===== config.mk =====
export PLATFORM = sky130hd
export DESIGN_NAME = aes_round_sequencer
export DESIGN_NICKNAME = d
export VERILOG_FILES = /design/src/rtl/aes_round_sequencer.sv
export SDC_FILE = /design/constraint.sdc
export NUM_CORES = 1
export LEC_CHECK = 0
export BUFFER_PORTS_ARGS = -buffer_cell sky130_fd_sc_hd__buf_2
export CAP_MARGIN = 20
export CORE_MARGIN = 2
export CORE_UTILIZATION = 46
export DETAILED_ROUTE_END_ITERATION = 16
export HOLD_SLACK_MARGIN = 0.15
export PLACE_DENSITY_LB_ADDON = 0.1
export SETUP_SLACK_MARGIN = 0.15
export SLEW_MARGIN = 20
export SYNTH_ARGS = -nofsm -noshare
export SYNTH_HDL_FRONTEND = slang
export SYNTH_SLANG_ARGS = --single-unit
export TNS_END_PERCENT = 30

===== constraint.sdc =====
create_clock -name clk -period 2.62 [get_ports clk]
set_clock_uncertainty 0.15 [all_clocks]
set_input_delay 0.262 -clock clk [delete_from_list [all_inputs] [get_ports clk]]
set_output_delay 0.262 -clock clk [all_outputs]
set_load 0.01 [all_outputs]

===== src/rtl/aes_round_sequencer.sv =====
// AES round sequencer: IDLE -> KEYLOAD (KEY_LAT cycles) -> ROUND (Nr+1 cycles) -> DONE; all outputs registered.
// out_valid rises KEY_LAT+Nr+1 edges after the edge sampling start and is held until out_ready; abort wins over everything.
module aes_round_sequencer #(
    parameter int KEY_LAT = 1,
    parameter int IDX_W   = 4
) (
    input  logic             clk,
    input  logic             reset,
    input  logic             start,
    input  logic             decrypt,
    input  logic [1:0]       key_size,
    input  logic             abort,
    input  logic             out_ready,
    output logic             busy,
    output logic             key_exp_en,
    output logic             data_en,
    output logic [IDX_W-1:0] round_idx,
    output logic             first_round,
    output logic             last_round,
    output logic             out_valid,
    output logic             cfg_err
);
    localparam int CNT_W = $clog2(KEY_LAT + 1);

    typedef enum logic [1:0] {
        IDLE    = 2'd0,
        KEYLOAD = 2'd1,
        ROUND   = 2'd2,
        DONE    = 2'd3
    } state_t;

    state_t           state;
    logic [CNT_W-1:0] key_cnt;
    logic             decrypt_q;
    logic [1:0]       key_size_q;
    logic [IDX_W-1:0] nr;

    always_comb begin
        case (key_size_q)
            2'b00:   nr = IDX_W'(10);
            2'b01:   nr = IDX_W'(12);
            default: nr = IDX_W'(14);
        endcase
    end

    always_ff @(posedge clk or posedge reset) begin
        if (reset) begin
            state       <= IDLE;
            key_cnt     <= '0;
            decrypt_q   <= 1'b0;
            key_size_q  <= 2'b00;
            busy        <= 1'b0;
            key_exp_en  <= 1'b0;
            data_en     <= 1'b0;
            round_idx   <= '0;
            first_round <= 1'b0;
            last_round  <= 1'b0;
            out_valid   <= 1'b0;
            cfg_err     <= 1'b0;
        end else begin
            cfg_err <= 1'b0;
            if (abort) begin
                state       <= IDLE;
                key_cnt     <= '0;
                busy        <= 1'b0;
                key_exp_en  <= 1'b0;
                data_en     <= 1'b0;
                round_idx   <= '0;
                first_round <= 1'b0;
                last_round  <= 1'b0;
                out_valid   <= 1'b0;
            end else begin
                case (state)
                    IDLE: begin
                        if (start) begin
                            if (key_size == 2'b11) begin
                                cfg_err <= 1'b1;
                            end else begin
                                decrypt_q  <= decrypt;
                                key_size_q <= key_size;
                                state      <= KEYLOAD;
                                busy       <= 1'b1;
                                key_exp_en <= 1'b1;
                                key_cnt    <= CNT_W'(1);
                            end
                        end
                    end
                    KEYLOAD: begin
                        if (key_cnt == CNT_W'(KEY_LAT)) begin
                            state       <= ROUND;
                            key_exp_en  <= 1'b0;
                            data_en     <= 1'b1;
                            first_round <= 1'b1;
                            last_round  <= 1'b0;
                            round_idx   <= decrypt_q ? nr : '0;
                        end else begin
                            key_cnt <= key_cnt + CNT_W'(1);
                        end
                    end
                    ROUND: begin
                        first_round <= 1'b0;
                        if (last_round) begin
                            state      <= DONE;
                            data_en    <= 1'b0;
                            last_round <= 1'b0;
                            out_valid  <= 1'b1;
                        end else if (decrypt_q) begin
                            round_idx  <= round_idx - IDX_W'(1);
                            last_round <= (round_idx == IDX_W'(1));
                        end else begin
                            round_idx  <= round_idx + IDX_W'(1);
                            last_round <= (round_idx + IDX_W'(1) == nr);
                        end
                    end
                    DONE: begin
                        // round_idx keeps the final round number until the result is taken
                        if (out_ready) begin
                            state     <= IDLE;
                            busy      <= 1'b0;
                            out_valid <= 1'b0;
                            round_idx <= '0;
                        end
                    end
                    default: begin
                        state       <= IDLE;
                        key_cnt     <= '0;
                        busy        <= 1'b0;
                        key_exp_en  <= 1'b0;
                        data_en     <= 1'b0;
                        round_idx   <= '0;
                        first_round <= 1'b0;
                        last_round  <= 1'b0;
                        out_valid   <= 1'b0;
                    end
                endcase
            end
        end
    end
endmodule


==> After elaboration in Yosys (flattened, before gate mapping) <==
Cells that the tools add are included.
Widths: inputs -> output; s select.
{ "word_totals": {"ff_bits": 17, "in_bits": 8, "output_inout_bits": 11} }
{ "op_classes": {"n_addsub": 3, "bitwise": 2, "n_reduce_logical": 16, "n_eq_ne": 13, "mux": 43} }
{ "ops": {"columns": ["cell", "count"], "rows": [
  ["$mux 4", 6],
  ["$mux 1", 21],
  ["$ne 3x3->1 const B", 6],
  ["$reduce_and 4->1", 4],
  ["$pmux 1 s2", 7],
  ["$mux 2", 6],
  ["$pmux 4 s3", 1],
  ["$reduce_bool 3->1", 4],
  ["$reduce_and 3->1", 3],
  ["$pmux 2 s4", 1],
  ["$eq 2x2->1 const B", 3],
  ["$pmux 3 s2", 1],
  ["$reduce_and 5->1", 1],
  ["$add 4x1->4 const B", 1],
  ["$eq 2x1->1 const B", 2],
  ["$eq 4x1->1 const B", 1],
  ["$eq 4x4->1", 1],
  ["$logic_not 2->1", 2],
  ["$reduce_bool 4->1", 1],
  ["$sub 4x1->4 const B", 1],
  ["$not 1->1", 2],
  ["$reduce_and 2->1", 1],
  ["$add 1x1->1 const B", 1]
]} }

==> Longest topological paths before layout <==
{ "depth": {"ltp_word": 7, "ltp_mapped": 7, "ltp_nobuf": 6} }

==> Worst setup path after synthesis <==
OpenSTA, ideal clock, no wires.
{ "synth_path": {"path_kind": "reg2reg", "startpoint": "reg round_idx[0]", "endpoint": "reg last_round", "stages_incl_launch_ff": 6, "arrival_ps": 1869, "path_buffers": 0, "required_time_ps": 2376, "slack_ps": 507, "path_cell_list": "dfrtp_1 inv_1 ha_1 or4b_1 a311o_1 a221oi_2"} }
{ "synth_via": {"elab_chain_cells": 6} }
{ "synth_lines": {"columns": ["item", "line_no", "text"], "rows": [
  ["from (decl)", "17", "output logic [IDX_W-1:0] round_idx,"],
  ["from (signal assigned)", "95", "round_idx <= decrypt_q ? nr : '0;"],
  ["from (signal assigned)", "108", "round_idx <= round_idx - IDX_W'(1);"],
  ["from (signal assigned)", "111", "round_idx <= round_idx + IDX_W'(1);"],
  ["$add 4x1->4", "112", "last_round <= (round_idx + IDX_W'(1) == nr);"],
  ["$eq 4x4->1", "112", null],
  ["$mux 1 (*)", "107", "end else if (decrypt_q) begin"],
  ["$mux 1 (*)", "102", "if (last_round) begin"],
  ["$pmux 1 s2 (*)", "73", "case (state)"],
  ["$mux 1 (*)", "62", "if (abort) begin"],
  ["to (signal assigned)", "109", "last_round <= (round_idx == IDX_W'(1));"],
  ["to (signal assigned)", "112", null],
  ["to (decl)", "19", "output logic last_round,"]
]} }
Every way passes the cells marked *; elsewhere a longest branch is shown, timed or not.
A chain may end at the register's enable or synchronous reset.

==> Worst setup path after layout <==
Same ends and word-level chain as after synthesis.

==> impl_results.md <==
* Vias at 1,003
* RSZ-0062 raised after global routing: false
* Congestion Overflow GR at 0
* Crit. path cell count at 5
* Most area-hungry cell type in the Yosys netlist: dfrtp_1
* Slew headroom at 55.38%
* Worst-margin pin slew at 0.6685 ns
* Most frequent cell after synthesis: nor2_1
* Leakage power at 0.6221 nW
* Core area at 2255 sq um
* Initial antenna violation count at 0
* Final worst path period share at 85.81%
* Finish-stage setup viols at 0
* Final min period at 2.248 ns
* HP Start: abort
* Critical Path RT at ~2.7 ns
* Net count, final at roughly 170
* DR DRC count at 0
* Largest net degree at the start of global routing at 18
* DR iter-0 viols at 19
* Reg2reg start: round_idx[0]
* Die Wd at 53.37 um
* Pwr/cell area at just over 900 nW/um^2
* WL met2 at between 1000 and 1500 um
* Routed Antenna Nets at 0
* Sum of negative setup slack at 0 ns
* P&R area growth vs syn at 18.53%
* First-pass iteration count of the detailed router at 4
* Met3 wire length at 76 um
* Port buffer count at 18
* Hold Path Class: in2reg
* Die Footprint at 2848 sq um
* Reg with most FFs: round_idx
* CTS Sinks at 17
* Met1 WL at 1163 um
* Slowest CP cell: or4b_1
* Hpwl dp at 1738 um
* Util after Layout at 58.93%
* Final wirelength at 2499 um
* Synth cell count leaders: nor2_1 (20), dfrtp_1 (17), nand2_1 (16)
* R2r endpoint: last_round
* Synth warnings at 0
* Max Transition Viols Final at 0
* Worst reg-to-reg setup slack at 0.37 ns
* Most used DFF post-synth: dfrtp_1
* Initial Utilization at 49.72%
* Placer Congestion at 0.8577
* Final Hold Fails at 0
* Hold slack at 0.1885 ns
* Critical Path Max Stage Delay at ~0.46 ns
* Top flop regs: round_idx: 4 flops, key_size_q: 2 flops, state: 2 flops
* Clk Latency, worst-skew pair at 0.29 ns
* Max Cap Violations at 0
* Total track usage at 20.34%
* Syn Nets at 142
* Fmax achieved at 444.8 MHz
* Largest delay share family, worst path: compound AO/OA/AOI/OAI gates
* Seq/Total Area, Yosys at 37.95%
* Worst Setup SP: round_idx[0]
* Async SR Flop Fraction at 100.0%
* CTS tree: done
* Status: finished, final reports clean
* Peak supply drop at approximately 590 uV
* Clock root buffer: clkbuf_4
* Post-DR vias/cell at 5.541
* Buf+Inv Stages, Crit Path at 1
* Worst Setup EP: last_round
* Largest cells by area after synthesis: dfrtp_1 (38%), ha_1 (7.8%), nor2_1 (6.7%)
* Synthesized instance count at 127
* Number of synthesized register bits at 17
* CP Class: reg2reg
* CTS buffer count at 3
* Max reg flops at 4
* CP endpoint kind: flip-flop
* Worst setup SP type: flip-flop
* Post-synth cell types at 39
* Uppermost routed layer: met4
* Post-Syn Area at 1121 sq um
* Wire per inst at between 10 and 15 um
* Post-synth EDFFs at 0
* Number of antenna diodes at 0
* Rows at 17
* Synth top area share at 37.95%
* Share of post-route cells with drive strength above 1 at 18.95%
* CP Cell Sequence: inv_1, ha_1, or4b_1, a311o_1, a221oi_2
* Arrival @ worst endpoint at 2.30 ns
* Fillers at 230
* I/O pin total at 19
* Worst r2r path cells at 5
* Number of global-route vias before repair at 934
* CTS max path bufs at 2
* Reg clk slew, reported paths at 0.11 ns
* H-tree Lvls at 1
* Global-route wire length before repair at around 4200 um
* Synthesized area per cell at 8.827 sq um
* Post-CTS sizing at 0
* Die Y at around 53 um
* Max FO, Critical Path at 6
==> stage by stage <==
step                setup WS [ns]  area, sq um  total power, W  instances
floorplan                  0.5068         1121       0.0009127        127
global route               0.2557         1329        0.001342        181
detailed placement         0.4121         1231        0.001072        170
finish                     0.3717         1329        0.001220        181
global placement           0.4980         1231        0.001052        170
CTS                        0.3914         1329        0.001230        181
==> per-layer routing <==
layer	vias to the layer above	track usage, %
met2	23	34.98
met5	-	0
li1	496	-
met1	482	25.61
met3	2	2.542
met4	0	7.692
==> worst min-delay path by stage <==
stage / slack [ns] / depth (start not counted) / endpoint
CTS: 0.18 / 2 / data_en
global placement: 0.24 / 2 / cfg_err
finish: 0.19 / 2 / data_en
floorplan: 0.04 / 1 / busy
detailed placement: 0.25 / 2 / cfg_err
global route: 0.19 / 2 / data_en
==> placed cells by master (no fill, tap or decap), types with 6 or more instances in the layout <==
cell type	count
a21oi_1	8
ha_1	7
inv_1	6
buf_2	18
dlygate4sd3_1	7
nor2_1	20
nand2_1	16
dfrtp_1	17
nor2b_1	6
==> cell families (layout without fill, tap and decap cells) <==
group,Yosys count,count (layout),share of synthesized area (%)
mux,5,5,4.687
fa+ha+maj,7,7,7.812
flops,17,17,37.95
buf+inv,10,36,4.018
compound gates,30,30,19.76
xor+xnor,3,3,2.344
simple gates,55,55,23.44
==> where the power goes <==
part           internal (W)  leakage (nW)  total, W  switching, W
registers          0.000344         0.223  0.000468      0.000123
clock network     0.0000567        0.0177  0.000144     0.0000871
logic              0.000287         0.382  0.000609      0.000322
total              0.000688         0.622   0.00122      0.000532
==> layout make-up <==
class                           instances  area (sq um)  area share, %
Clock buffer                            3         22.52          1.695
Clock inverter                          1         5.005         0.3766
Inverter                                6         22.52          1.695
Multi-Input combinational cell        100         650.6          48.96
Sequential cell                        17         425.4          32.02
Tap cell                               28         35.03          2.637
Timing Repair Buffer                   26         167.7          12.62
==> timing repair <==
item                      in CTS  in global routing
hold buffers                   7                  0
buffers inserted               0                  0
hold endpoints to repair      22                  0
No activity file was read; power rests on OpenSTA's default activity.
